## src/rtl/alu_nibble_seq_pkg.sv

```systemverilog
// Shared constants, op codes, ALU slice codes and FSM state type for alu_nibble_seq.

package alu_nibble_seq_pkg;

   localparam int unsigned WORD_W = 16;
   localparam int unsigned NIB_W  = 4;
   localparam int unsigned NIB_N  = 4;

   localparam logic [2:0] OP_ADD = 3'b000;
   localparam logic [2:0] OP_SUB = 3'b001;
   localparam logic [2:0] OP_NOT = 3'b010;
   localparam logic [2:0] OP_AND = 3'b011;
   localparam logic [2:0] OP_OR  = 3'b100;
   localparam logic [2:0] OP_XOR = 3'b101;
   localparam logic [2:0] OP_SLT = 3'b110;
   localparam logic [2:0] OP_SEQ = 3'b111;

   // Slice codes; logic codes coincide with the request op codes.
   localparam logic [2:0] ALU_ADD = 3'b000;
   localparam logic [2:0] ALU_NOT = 3'b010;
   localparam logic [2:0] ALU_AND = 3'b011;
   localparam logic [2:0] ALU_OR  = 3'b100;
   localparam logic [2:0] ALU_XOR = 3'b101;

   typedef enum logic [1:0] {StIdle, StRun, StDone} state_t;

   function automatic logic [NIB_W-1:0] nib_sel(input logic [WORD_W-1:0] w,
                                                input logic [1:0]        idx);
      logic [WORD_W-1:0] sh;
      sh = w >> (idx * NIB_W);
      return sh[NIB_W-1:0];
   endfunction

endpackage

```

## src/rtl/alu_nibble_seq.sv

```systemverilog
// 16-bit ALU sequencer driving an external 4-bit slice one nibble per cycle, LSB first.
// Define ALU_NIBBLE_SEQ_FLAGS_EN to compute out_zero/out_carry/out_overflow; otherwise tied 0.

module alu_nibble_seq
   import alu_nibble_seq_pkg::*;
(
   input  logic              clk,
   input  logic              rst,
   input  logic              in_valid,
   output logic              in_ready,
   input  logic [2:0]        in_op,
   input  logic [WORD_W-1:0] in_a,
   input  logic [WORD_W-1:0] in_b,
   input  logic              in_cin,
   output logic              out_valid,
   input  logic              out_ready,
   output logic [WORD_W-1:0] out_result,
   output logic              out_zero,
   output logic              out_carry,
   output logic              out_overflow,
   output logic [NIB_W-1:0]  alu_a,
   output logic [NIB_W-1:0]  alu_b,
   output logic [2:0]        alu_c,
   output logic              alu_cin,
   input  logic [NIB_W-1:0]  alu_result,
   input  logic              alu_carry,
   input  logic              alu_overflow
);

   state_t            r_state, w_state_d;
   logic [1:0]        r_idx;
   logic [2:0]        r_op;
   logic [WORD_W-1:0] r_a, r_b, r_res, r_out_result;
   logic              r_cin, r_carry, r_ovf, r_out_valid;
   logic              w_sub, w_accept, w_finalize;
   logic [WORD_W-1:0] w_final, w_nib_mask, w_nib_ins;

   assign w_sub      = (r_op == OP_SUB) || (r_op == OP_SLT) || (r_op == OP_SEQ);
   assign w_accept   = in_valid & in_ready;
   assign w_finalize = (r_state == StDone) & ~r_out_valid;
   assign in_ready   = (r_state == StIdle);
   assign out_valid  = r_out_valid;
   assign out_result = r_out_result;

   always_comb begin
      w_state_d = r_state;
      unique case (r_state)
         StIdle:  if (w_accept) w_state_d = StRun;
         StRun:   if (r_idx == 2'(NIB_N - 1)) w_state_d = StDone;
         StDone:  if (r_out_valid && out_ready) w_state_d = StIdle;
         default: w_state_d = StIdle;
      endcase
   end

   // Subtract-class ops run as a + ~b + 1 through the slice's add code.
   always_comb begin
      alu_a   = '0;
      alu_b   = '0;
      alu_c   = ALU_ADD;
      alu_cin = 1'b0;
      if (r_state == StRun) begin
         alu_a = nib_sel(r_a, r_idx);
         if (w_sub) begin
            alu_b   = ~nib_sel(r_b, r_idx);
            alu_cin = (r_idx == 2'd0) ? 1'b1 : r_carry;
         end else if (r_op == OP_ADD) begin
            alu_b   = nib_sel(r_b, r_idx);
            alu_cin = (r_idx == 2'd0) ? r_cin : r_carry;
         end else begin
            alu_b = nib_sel(r_b, r_idx);
            alu_c = r_op;
         end
      end
   end

   always_comb begin
      w_nib_mask = {{(WORD_W - NIB_W){1'b0}}, {NIB_W{1'b1}}} << (r_idx * NIB_W);
      w_nib_ins  = {{(WORD_W - NIB_W){1'b0}}, alu_result} << (r_idx * NIB_W);
      w_final    = r_res;
      if (r_op == OP_SLT) begin
         w_final = {{(WORD_W - 1){1'b0}}, r_res[WORD_W-1] ^ r_ovf};
      end else if (r_op == OP_SEQ) begin
         w_final = {{(WORD_W - 1){1'b0}}, (r_res == '0)};
      end
   end

   always_ff @(posedge clk) begin
      if (rst) begin
         r_state      <= StIdle;
         r_idx        <= 2'd0;
         r_op         <= OP_ADD;
         r_a          <= '0;
         r_b          <= '0;
         r_cin        <= 1'b0;
         r_carry      <= 1'b0;
         r_ovf        <= 1'b0;
         r_res        <= '0;
         r_out_valid  <= 1'b0;
         r_out_result <= '0;
      end else begin
         r_state <= w_state_d;
         unique case (r_state)
            StIdle: begin
               if (w_accept) begin
                  r_op  <= in_op;
                  r_a   <= in_a;
                  r_b   <= in_b;
                  r_cin <= in_cin;
                  r_idx <= 2'd0;
               end
            end
            StRun: begin
               r_res   <= (r_res & ~w_nib_mask) | w_nib_ins;
               r_carry <= alu_carry;
               r_ovf   <= alu_overflow;
               r_idx   <= r_idx + 2'd1;
            end
            StDone: begin
               // First DONE cycle folds the raw difference into the SLT/SEQ answer.
               if (!r_out_valid) begin
                  r_out_valid  <= 1'b1;
                  r_out_result <= w_final;
               end else if (out_ready) begin
                  r_out_valid <= 1'b0;
               end
            end
            default: ;
         endcase
      end
   end

`ifdef ALU_NIBBLE_SEQ_FLAGS_EN
   logic r_out_zero, r_out_carry, r_out_ovf;
   logic w_arith;

   assign w_arith = (r_op == OP_ADD) || w_sub;

   always_ff @(posedge clk) begin
      if (rst) begin
         r_out_zero  <= 1'b0;
         r_out_carry <= 1'b0;
         r_out_ovf   <= 1'b0;
      end else if (w_finalize) begin
         r_out_zero  <= (w_final == '0);
         r_out_carry <= w_arith & r_carry;
         r_out_ovf   <= w_arith & r_ovf;
      end
   end

   assign out_zero     = r_out_zero;
   assign out_carry    = r_out_carry;
   assign out_overflow = r_out_ovf;
`else
   logic w_unused;
   assign w_unused     = w_finalize;
   assign out_zero     = 1'b0;
   assign out_carry    = 1'b0;
   assign out_overflow = 1'b0;
`endif

endmodule

```

## config.mk

```make
export PLATFORM = sky130hd
export DESIGN_NAME = alu_nibble_seq
export DESIGN_NICKNAME = d
export VERILOG_FILES = /design/src/rtl/alu_nibble_seq_pkg.sv /design/src/rtl/alu_nibble_seq.sv
export SDC_FILE = /design/constraint.sdc
export NUM_CORES = 1
export LEC_CHECK = 0
export BUFFER_PORTS_ARGS = -buffer_cell sky130_fd_sc_hd__buf_2
export CAP_MARGIN = 25
export CORE_MARGIN = 2
export CORE_UTILIZATION = 56
export DETAILED_ROUTE_END_ITERATION = 7
export PLACE_DENSITY = 0.83
export SYNTH_ARGS = -nofsm -noshare
export SYNTH_HDL_FRONTEND = slang
export SYNTH_SLANG_ARGS = --single-unit
export TNS_END_PERCENT = 5
```

## constraint.sdc

```tcl
create_clock -name clk -period 4.8 [get_ports clk]
set_clock_uncertainty 0.15 [all_clocks]
set_input_delay 1.44 -clock clk [delete_from_list [all_inputs] [get_ports clk]]
set_output_delay 1.44 -clock clk [all_outputs]
set_load 0.01 [all_outputs]
```

# Word-level counts from Yosys, hierarchy flattened
# Index checks and enable logic that the tools add are counted.
# Widths: inputs -> output; s select.
# word_totals
regBits,75
inputBits,46
out_inout_bits,33
word_cells,65
# op_classes
n_addsub,1
n_eq_ne,9
n_shift,4
muxes,21
n_bitwise,7
n_reduce_logical,12
# ops
cell,count
$mux 16,2
$shr 16x4->4,2
$and 16x16->16,1
$logic_not 16->1,1
$not 16->16,1
$or 16x16->16,1
$shl 4x4->16,1
$shl 4x4->16 const A,1
$mux 4,3
$mux 3,3
$mux 2,4
$mux 1,7
$eq 3x3->1 const B,2
$pmux 2 s3,1
$reduce_and 2->1,3
$eq 2x2->1 const B,2
$logic_not 2->1,2
$ne 2x1->1 const B,2
$not 4->4,1
$pmux 2 s2,1
$eq 3x1->1 const B,1
$logic_not 3->1,1
$reduce_and 3->1,1
$add 2x1->2 const B,1
other kinds (8),9

# Depth between registers and ports, before layout
# depth
ltp_word,5
depth_mapped,6
depth_no_buf,5

# Least setup slack after synthesis
# No wires, ideal clock.
# synth_path
path_type,reg2out
startpoint,register r_idx[0]
endpoint,output alu_cin
arrival_ns,1.591
setup_slack_ns,1.619
path_stages_with_launch,5
path_buffers,1
path_cell_list,dfxtp_1 -> buf_4 -> inv_1 -> ha_1 -> a2111oi_0
# synth_between
elab_chain_cells,5
word_cells_on_any_way,6
# synth_lines
item,line,rtl
from (decl),alu_nibble_seq.sv:31,logic [1:0] r_idx;
from (signal assigned),alu_nibble_seq.sv:116,r_idx <= r_idx + 2'd1;
$logic_not 2->1 (*),"alu_nibble_seq.sv:65, alu_nibble_seq.sv:68",
$mux 1,alu_nibble_seq.sv:68,alu_cin = (r_idx == 2'd0) ? r_cin : r_carry;
$mux 1,alu_nibble_seq.sv:66,end else if (r_op == OP_ADD) begin
$mux 1 (*),alu_nibble_seq.sv:63,if (w_sub) begin
$mux 1 (*),alu_nibble_seq.sv:61,if (r_state == StRun) begin
to (decl),alu_nibble_seq.sv:24,"output logic alu_cin,"
# Mark *: on every way between the ends. The rest lies on a longest branch, timed or not.

# Worst setup path in the final report
# layout_path
startpoint,register r_idx[1]
endpoint,output alu_cin
# Same word-level chain as after synthesis.

==> results.md <==
* Status: complete, no violations
* Sw Ratio at 0.252
* R2R setup slack at ~2600 ps
* Reg2Reg Depth at 4
* Avg Synthesized Cell Area at 8.41 sq um
* Pwr dens at roughly 340 nW/um^2
* Crit path capture type: output port
* Via/cell ratio at 5.43
* Core area at 5470 sq um
* Vias in the first global route at 2603
* Cts hold-fix bufs at 0
* Worst hold start: out_result[10]
* Measured slew at the worst slew-check pin at 876 ps
* Max-Cap Viols at 0
* GP Congestion at 0.824
* Input/output buffers at 75
* Top achievable clock speed at 0.266 GHz
* Antenna Violating Nets Remaining at 0
* DRT iter0 DRCs at 144
* Fraction of layout cells with a size suffix above 1 at 0.235
* Max Root-Sink Buffers at 2
* Cell Area, Synth at between 3000 and 4000 sq um
* Ys async rst share at 0
* Vias at between 2000 and 3000
* Clock power share at 0.376
* HPWL Detailed at 5060 microns
* Leakage power at ~0.0015 uW
* Total track usage at 0.245
* Antenna cells at 0
* Num rows at 27
* I/O pin cnt at 79
* CTS Buf Count at 9
* Post-detailed-routing wire length at between 7000 and 8000 microns
* Met1 WL at 3180 microns
* Syn Inst Count at 373
* Largest family of logic cells by synthesized area: simple AND/OR/NAND/NOR gates
* Clock Sinks at 75
* Post-Layout Cell Count at 514
* Metal3 WL at 511 microns
* Fin. max-slew vios at 0
* Capturing point of the worst reg2reg path: r_res[14]
* Initial Util at 0.573
* Worst-Skew Late Latency at 340 ps
* Clk Tree Root Cell: clkbuf_8
* Met2 Wirelength at 3410 microns
* Post-CTS setup buffer count at 0
* Most common cell in the netlist: nand2_1
* Crit share post-route at 0.783
* Post-Synth XOR/XNOR Area at 0.0168
* Post-synthesis mux area share at 0.0606
* Synth Area in Compound Gates at 0.139
* DR WL/cell at about 14 microns
* Total negative slack at 0 ps
* DRC viols at 0
* Worst setup path class: flip-flop to output port
* Die Wd at between 70 and 80 microns
* Number of flops mapped to enable cells by yosys at 0
* CTS tree: yes
* Synth Area in Adders at 0.0160
* CTS clock-pin slew for the worst setup and hold paths at ~80 ps
* First-pass GRT wire length at 11900 microns
* List of most frequent post-synthesis cells: nand2_1 (100), dfxtp_1 (75), a21oi_1 (57), nor2_1 (25), nand3_1 (17)
* Die area at 6220 sq um
* Final net count at slightly below 500
* Tmin final at ~3800 ps
* Hold WC Path Type: flip-flop to flip-flop
* Area share of and/or/nand/nor cells after synthesis at 0.241
* Detailed-router iteration count before antenna repair at 4
* WHS Path Cells at 2
* Synth area leaders: dfxtp_1 (48%), nand2_1 (12%), a21oi_1 (9.1%), mux4_2 (5.7%), a22oi_1 (3.8%)
* Seq/Total Area, Yosys at 0.479
* FF-to-FF Start: r_state[0]
* Max FO, Critical Path at 14
* Top cell type's share of synthesized area at 0.479
* Endpoints failing setup at 0
* Dominant cell type by area after synthesis: dfxtp_1
* FF+latch count, synth at between 70 and 80
* Cell internal pwr at 955 uW
* Resized cells post-CTS at 0
* Fraction of power consumed by sequential logic at 0.520
* RSZ-0062 raised after global routing: no
* Switching power at 321 uW
* Largest net degree at the start of global routing at 44
* Area grow syn2layout at 18.5%
* Comb pwr share at 0.104
* Req. time, crit path at 3210 ps
* Worst Hold End: out_result[10]
* Placed Cells incl. Taps at 499
* Unique masters post-synth at 33
* GRT overflow at 0
* Final hold vios at 0
* Synth Flop Type: dfxtp_1
* Critical Path Start Type: flip-flop
* WP data arrival at 2170 ps
* Slew margin rel. at 0.415
* Chip height at 78.8 microns
* Syn. warnings at 0
* Worst vdd ir at 0.000195 V
* Initial antenna violation count at 0
* Htree depth at 3
* Top sig layer: met4
[sequential cells by signal, summed over array words and instances (netlist names)]
name	cells
out_result	16
out_valid	1
r_a	16
r_b	16
r_carry	1
r_cin	1
r_idx	2
r_op	3
r_ovf	1
r_res	16
r_state	2
[placed cells by master, fill, tap and decap left out, types with 2 or more instances in the layout]
cell type,instances
nor2b_1,2
nor3b_1,3
ha_1,4
buf_2,75
nor3_1,8
clkbuf_8,10
mux4_2,8
nor2_1,25
nor3b_4,2
and2_1,4
inv_1,3
nand3_1,17
nand2b_1,2
buf_4,3
dfxtp_1,75
a21oi_1,57
o21ai_0,3
nand2_1,100
conb_1,3
xor2_1,5
a22oi_1,16
[cell families after synthesis]
family,count (synthesis)
adders and majority gates,4
xor gates and xnor gates,6
and+or+nand+nor,170
DFF,75
muxes,9
buffers and inverters,30
AOI/OAI and AO/OA,78
other,1
[worst max path at each step]
stage | slack (ps) | cells past startpoint | endpoint | start
floorplan | 1620 | 4 | alu_cin | r_idx[0]
global placement | 1400 | 4 | alu_cin | r_idx[1]
detailed placement | 1400 | 4 | alu_cin | r_idx[1]
CTS | 1010 | 4 | alu_cin | r_idx[1]
global route | 910 | 4 | alu_cin | r_idx[1]
finish | 1040 | 4 | alu_cin | r_idx[1]
[through the flow]
step | hold slack, ps | instance area, sq um | power [uW] | util | setup slack (ps)
2_1_floorplan | 283 | 3140 | 764 | - | 1620
3_3_place_gp | 286 | 3500 | 802 | 0.639 | 1400
3_5_place_dp | 290 | 3530 | 810 | 0.644 | 1400
4_1_cts | 300 | 3720 | 1280 | 0.679 | 1010
5_1_grt | 314 | 3720 | 1320 | 0.679 | 915
6_report | 300 | 3720 | 1280 | 0.679 | 1040
[power groups by stage]
stage / clock network, uW / logic [uW] / registers, uW
after floorplan: 0 / 94.9 / 669
after global placement: 0 / 125 / 677
after detailed placement: 0 / 132 / 678
after CTS: 482 / 133 / 664
after global routing: 502 / 149 / 667
final: 480 / 133 / 664
[area by class of cell]
type                    instances  area (sq um)
fillers                       464          1750
flip-flops and latches         75          1500
multi-input cells             270          1500
repair buffers                 79           425
clock buffers                  11           141
well taps                      72          90.1
clock inverters                 4          51.3
inverters                       3          11.3
[routing by layer]
metal  vias to the layer above  global-route usage
met5                         -                   0
met4                         0               0.131
met3                        19              0.0534
met2                       113               0.386
met1                      1268               0.316
li1                       1392                   -
[critical path: stages (launching register included)]
cell and delay, ps:
dfxtp_1 690, inv_1 200, ha_1 260, a2111oi_0 470, buf_2 220
No activity file was read; power rests on OpenSTA's default activity.
